$ cat src/rtl/div_unit_pkg.sv
// Shared encodings for the multi-cycle divider.
// Covers FSM states, result-ready levels and the start level.
package div_unit_pkg;

   typedef enum logic [1:0] {
      DivFree   = 2'b00,
      DivByZero = 2'b01,
      DivOn     = 2'b10,
      DivEnd    = 2'b11
   } div_state_e;

   localparam logic DivResultReady    = 1'b1;
   localparam logic DivResultNotReady = 1'b0;
   localparam logic DivStart          = 1'b1;

endpackage

$ cat src/rtl/div_step.sv
// One restoring-division step: shift the partial remainder left and trial-subtract.
// Purely combinational; the divider iterates it once per cycle.
module div_step #(
   parameter int DATA_W = 32
) (
   input  logic [DATA_W-1:0] rem,
   input  logic              dividend_msb,
   input  logic [DATA_W-1:0] divisor,
   output logic [DATA_W-1:0] new_rem,
   output logic              q_bit
);

   logic [DATA_W:0] shifted_s;
   logic [DATA_W:0] diff_s;

   // The top bit of the extended difference is the borrow of the trial subtract.
   always_comb begin
      shifted_s = {rem, dividend_msb};
      diff_s    = shifted_s - {1'b0, divisor};
      if (diff_s[DATA_W] == 1'b0) begin
         new_rem = diff_s[DATA_W-1:0];
         q_bit   = 1'b1;
      end else begin
         new_rem = shifted_s[DATA_W-1:0];
         q_bit   = 1'b0;
      end
   end

endmodule

$ cat src/rtl/div_unit.sv
// Multi-cycle DIV/DIVU unit for EX: restoring division on operand magnitudes,
// signs fixed up on completion; result = {remainder, quotient}.
module div_unit #(
   parameter int DATA_W = 32,
   parameter int CNT_W  = 6
) (
   input  logic                  clk,
   input  logic                  rst,
   input  logic                  start,
   input  logic                  signed_div,
   input  logic                  annul,
   input  logic [DATA_W-1:0]     opdata1,
   input  logic [DATA_W-1:0]     opdata2,
   output logic [2*DATA_W-1:0]   result,
   output logic                  ready,
   output logic                  stallreq
);
   import div_unit_pkg::*;

   div_state_e          state_r;
   div_state_e          state_nxt_s;
   logic [CNT_W-1:0]    cnt_r;
   logic [DATA_W-1:0]   dividend_r;
   logic [DATA_W-1:0]   divisor_r;
   logic [DATA_W-1:0]   rem_r;
   logic                neg_q_r;
   logic                neg_rem_r;
   logic                ready_r;
   logic [2*DATA_W-1:0] result_r;

   logic [DATA_W-1:0]   mag1_s;
   logic [DATA_W-1:0]   mag2_s;
   logic [DATA_W-1:0]   step_rem_s;
   logic                step_q_s;
   logic [DATA_W-1:0]   quot_s;
   logic [DATA_W-1:0]   quot_fix_s;
   logic [DATA_W-1:0]   rem_fix_s;
   logic                last_step_s;
   logic                div_zero_s;

   div_step #(.DATA_W(DATA_W)) u_step (
      .rem          (rem_r),
      .dividend_msb (dividend_r[DATA_W-1]),
      .divisor      (divisor_r),
      .new_rem      (step_rem_s),
      .q_bit        (step_q_s)
   );

   // Operand magnitudes at load and sign fix-up of the final step's outputs.
   // 0x80000000 negates to itself and is then treated as an unsigned magnitude.
   always_comb begin
      if (signed_div && opdata1[DATA_W-1]) begin
         mag1_s = -opdata1;
      end else begin
         mag1_s = opdata1;
      end
      if (signed_div && opdata2[DATA_W-1]) begin
         mag2_s = -opdata2;
      end else begin
         mag2_s = opdata2;
      end
      quot_s = {dividend_r[DATA_W-2:0], step_q_s};
      if (neg_q_r) begin
         quot_fix_s = -quot_s;
      end else begin
         quot_fix_s = quot_s;
      end
      if (neg_rem_r) begin
         rem_fix_s = -step_rem_s;
      end else begin
         rem_fix_s = step_rem_s;
      end
      last_step_s = (cnt_r == CNT_W'(DATA_W - 1));
      div_zero_s  = (opdata2 == {DATA_W{1'b0}});
   end

   // Next-state logic; annul overrides every state.
   always_comb begin
      state_nxt_s = state_r;
      if (annul) begin
         state_nxt_s = DivFree;
      end else begin
         case (state_r)
            DivFree: begin
               if (start == DivStart) begin
                  if (div_zero_s) begin
                     state_nxt_s = DivByZero;
                  end else begin
                     state_nxt_s = DivOn;
                  end
               end else begin
                  state_nxt_s = DivFree;
               end
            end
            DivByZero: state_nxt_s = DivEnd;
            DivOn: begin
               if (last_step_s) begin
                  state_nxt_s = DivEnd;
               end else begin
                  state_nxt_s = DivOn;
               end
            end
            DivEnd:  state_nxt_s = DivFree;
            default: state_nxt_s = DivFree;
         endcase
      end
   end

   // State register.
   always_ff @(posedge clk) begin
      if (rst) begin
         state_r <= DivFree;
      end else begin
         state_r <= state_nxt_s;
      end
   end

   // Datapath: ready is raised on the transition into END so it is high only in END.
   always_ff @(posedge clk) begin
      if (rst) begin
         cnt_r      <= {CNT_W{1'b0}};
         dividend_r <= {DATA_W{1'b0}};
         divisor_r  <= {DATA_W{1'b0}};
         rem_r      <= {DATA_W{1'b0}};
         neg_q_r    <= 1'b0;
         neg_rem_r  <= 1'b0;
         ready_r    <= DivResultNotReady;
         result_r   <= {(2*DATA_W){1'b0}};
      end else if (annul) begin
         cnt_r    <= {CNT_W{1'b0}};
         ready_r  <= DivResultNotReady;
         result_r <= {(2*DATA_W){1'b0}};
      end else begin
         ready_r <= DivResultNotReady;
         case (state_r)
            DivFree: begin
               if ((start == DivStart) && !div_zero_s) begin
                  dividend_r <= mag1_s;
                  divisor_r  <= mag2_s;
                  rem_r      <= {DATA_W{1'b0}};
                  cnt_r      <= {CNT_W{1'b0}};
                  neg_q_r    <= signed_div & (opdata1[DATA_W-1] ^ opdata2[DATA_W-1]);
                  neg_rem_r  <= signed_div & opdata1[DATA_W-1];
               end
            end
            DivByZero: begin
               result_r <= {(2*DATA_W){1'b0}};
               ready_r  <= DivResultReady;
            end
            DivOn: begin
               rem_r      <= step_rem_s;
               dividend_r <= quot_s;
               cnt_r      <= cnt_r + CNT_W'(1);
               if (last_step_s) begin
                  result_r <= {rem_fix_s, quot_fix_s};
                  ready_r  <= DivResultReady;
               end
            end
            DivEnd: begin
               ready_r <= DivResultNotReady;
            end
            default: begin
               ready_r <= DivResultNotReady;
            end
         endcase
      end
   end

   assign ready    = ready_r;
   assign result   = result_r;
   assign stallreq = start & ~ready_r;

endmodule

$ cat config.mk
export PLATFORM = sky130hd
export DESIGN_NAME = div_unit
export DESIGN_NICKNAME = d
export VERILOG_FILES = /design/src/rtl/div_unit_pkg.sv /design/src/rtl/div_step.sv /design/src/rtl/div_unit.sv
export SDC_FILE = /design/constraint.sdc
export NUM_CORES = 1
export LEC_CHECK = 0
export ABC_AREA = 1
export ABC_CLOCK_PERIOD_IN_PS = 8400
export BUFFER_PORTS_ARGS = -buffer_cell sky130_fd_sc_hd__buf_4
export CORE_UTILIZATION = 45
export DETAILED_ROUTE_END_ITERATION = 12
export SYNTH_ARGS = -nofsm -noshare
export SYNTH_HDL_FRONTEND = slang
export SYNTH_SLANG_ARGS = --single-unit
$ cat constraint.sdc
create_clock -name clk -period 8.4 [get_ports clk]
set_input_delay 1.26 -clock clk [delete_from_list [all_inputs] [get_ports clk]]
set_output_delay 1.26 -clock clk [all_outputs]
set_load 0.05 [all_outputs]
==> results.yml <==
cells_and_area:
  final_nets: 2184
  nFillCells: 2842
  drive_gt1_share_pct: 11.9
  area_growth_pct: 14.8
  final_cells: 2428
  antennaDiodeCount: 0
  final_area_um2: 14100
  final_util_pct: 52.4
clocking:
  clk_latency_ns: 0.44
  cts_hold_buf: 0
  cts_buffer_depth: 2
  cts_setup_buffers: 0
  cts_inserted_buffers: 17
  tritoncts: "done"
  htreeDepth: 4
  cts.sinks: 171
  cts-resized-gates: 0
  cts_root_buf: "clkbuf_16"
  cts.clk_slew.worst_paths_ns: 0.08
synthesis:
  ys_ff_latch: 171
  post-synth-top-area-cell: "dfxtp_1"
  synth_most_common_cell: "nand2_1"
  synth_nets: 2095
  synth_area_leaders: "dfxtp_1 28%, nand2_1 16%, a21oi_1 9.1%"
  ys_seq_area_share_pct: 28.0
  synth_cells: 1985
  async_flop_share_pct: 0
  synth_ff_type: "dfxtp_1"
  synthesis.area_um2: 12200
  netlist.area_leader.share_pct: 28.0
  synth_edf_count: 0
  synth_commonest_cells: "532 x nand2_1, 224 x inv_1, 223 x a21oi_1, 185 x nor2_1, 171 x dfxtp_1"
  syn_area_per_cell_um2: 6.17
  synth.distinct_cells: 49
  yosysWarningCount: 0
setup_path:
  arrival_ns: 5.02
  r2r-end: "result[30]"
  crit_type: "reg2reg"
  end_kind: "register"
  rr_worst_depth: 29
  cp-startpoint: "dividend_r[31]"
  worstReg2RegStart: "dividend_r[31]"
  crit_path_top_delay_cell: "fa_1"
  critPathLaunchType: "register"
  critPathMaxFanout: 26
  critPathMaxStageDelay_ns: 0.40
  cp_data_required_time_ns: 8.76
  rrSetupSlack_ns: 3.73
place:
  place_area_um2: 13400
  gp_congestion: 0.950
  place_inst: 2396
  port_buffers: 134
  detailed_place_hpwl_um: 30000
sta:
  min_period_ns: 4.67
  final_max_slew_viol_count: 0
  final_hold_viol_count: 0
  hold_ws_ns: 0.466
  tns_ns: 0
  slew_headroom_pct: 27.8
  skew_ns: 0.0170
  finalSetupViolCount: 0
  tightest_slew_ns: 1.08
  rsz0062_at_grt: "no"
  fmax_ghz: 0.214
  fin_crit_sh_pct: 55.6
detailed_routing:
  vias: 12800
  drt_pass1_iterations: 6
  route.detailed.drc: 0
  wirelength_um: 38800
  avgViaCountPerCell: 5.29
  ant_nets: 0
  wire_per_inst_um: 16.0
  drtIter0Drc: 1072
global_route:
  grt_pass1_vias: 11900
  overflow: 0
  grt_max_degree: 66
  track_usage_pct: 27.9
  antenna_found_initial: 0
  grt_pass1_wl_um: 61900
power_and_ir_drop:
  p_int_w: 0.00146
  leakagePower_nw: 6.55
  switching_share_pct: 31.8
  power_frac_comb_pct: 20.5
  power_density_nw_per_um2: 153
  peakVddDrop_v: 0.0000996
  seqPwrFrac_pct: 39.8
  p_clk_share_pct: 39.7
  p_switching_w: 0.000682
flow_run:
  cap_violations: 0
worst_hold_path:
  hold_depth: 2
  min_to: "result[54]"
  hold_class: "reg2reg"
  min_from: "result[54]"
floorplanning:
  coreArea_um2: 26800
  pin_count: 135
  die_h_um: 167
  num_rows: 60
  start_util_pct: 45.7
  die-area_um2: 27900
  die_w_um: 167
status:
  status: "complete, no violations"
power groups by stage:
| stage | sequential (W) | clock [W] | combinational, W |
|---|---|---|---|
| after floorplan | 0.000866 | 0 | 0.000304 |
| after global placement | 0.000871 | 0 | 0.000432 |
| after detailed placement | 0.000871 | 0 | 0.000433 |
| after CTS | 0.000852 | 0.000865 | 0.000435 |
| after global routing | 0.000856 | 0.000900 | 0.000494 |
| final | 0.000853 | 0.000851 | 0.000439 |
worst max path at each step:
stage	to	cells after the start
after global placement	rem_r[1]	21
after CTS	result[30]	29
after global routing	result[30]	29
after detailed placement	rem_r[31]	21
after floorplan	result[30]	30
final	result[30]	29
routing by layer:
layer | vias up | part of all wire, % | wire (um) | track usage (%)
li1 | 6631 | - | - | -
met1 | 5793 | 46 | 17700 | 36.3
met2 | 339 | 46 | 18000 | 46.6
met3 | 75 | 4.6 | 1780 | 3.56
met4 | 0 | 3.4 | 1300 | 10.9
met5 | - | 0 | 0 | 0
state kept, by name, summed over array words and instances (netlist names):
| signal | flops |
|---|---|
| cnt_r | 6 |
| dividend_r | 32 |
| divisor_r | 32 |
| neg_q_r | 1 |
| neg_rem_r | 1 |
| ready | 1 |
| rem_r | 32 |
| result | 64 |
| state_r | 2 |
layout by cell type, fill, tap and decap left out, types with 13 or more instances in the layout:
| master | Yosys | layout |
|---|---|---|
| ha_1 | 40 | 40 |
| nand3_1 | 108 | 108 |
| buf_4 | 1 | 145 |
| o21ai_0 | 146 | 146 |
| o21ai_1 | 14 | 14 |
| nor3_1 | 24 | 23 |
| xnor2_1 | 24 | 24 |
| xor2_1 | 46 | 46 |
| a211oi_1 | 13 | 13 |
| nand4_1 | 25 | 25 |
| nand2_1 | 532 | 532 |
| nor2_1 | 185 | 183 |
| nand2_2 | 23 | 23 |
| dfxtp_1 | 171 | 171 |
| clkbuf_16 | 0 | 17 |
| a21oi_1 | 223 | 223 |
| inv_1 | 224 | 223 |
metrics by stage:
stage                     power, W  worst slack [ns]
after floorplan            0.00117              4.48
after global placement     0.00130              3.87
after detailed placement   0.00130              3.81
after CTS                  0.00215              3.79
after global routing       0.00225              3.13
final                      0.00214              3.73
final cells by class:
cell class	count	area, um2	share of cell area, %
Inverter	235	882	6.28
Clock inverter	13	179	1.27
Multi-Input combinational cell	1504	7610	54.2
Clock buffer	19	443	3.15
Tap cell	341	427	3.04
Timing Repair Buffer	145	1090	7.75
Sequential cell	171	3420	24.4
cells by family (layout without fill, tap and decap cells):
logic type	count (synthesis)	in the layout	share of synthesized area (%)
and+or+nand+nor	949	949	33.4
AOI/OAI and AO/OA	444	444	19.5
xor gates and xnor gates	70	70	5.01
adders and majority gates	41	41	4.25
DFF	171	171	28.0
buffers and inverters	310	412	9.94
critical path, delay by kind of cell (launching register included):
kind	cells	cell delay (ns)
compound gates	7	1.03
fa+ha+maj	3	0.87
buf+inv	2	0.16
flops	1	0.38
simple gates	17	2.16
(Power assumes the default switching activity.)
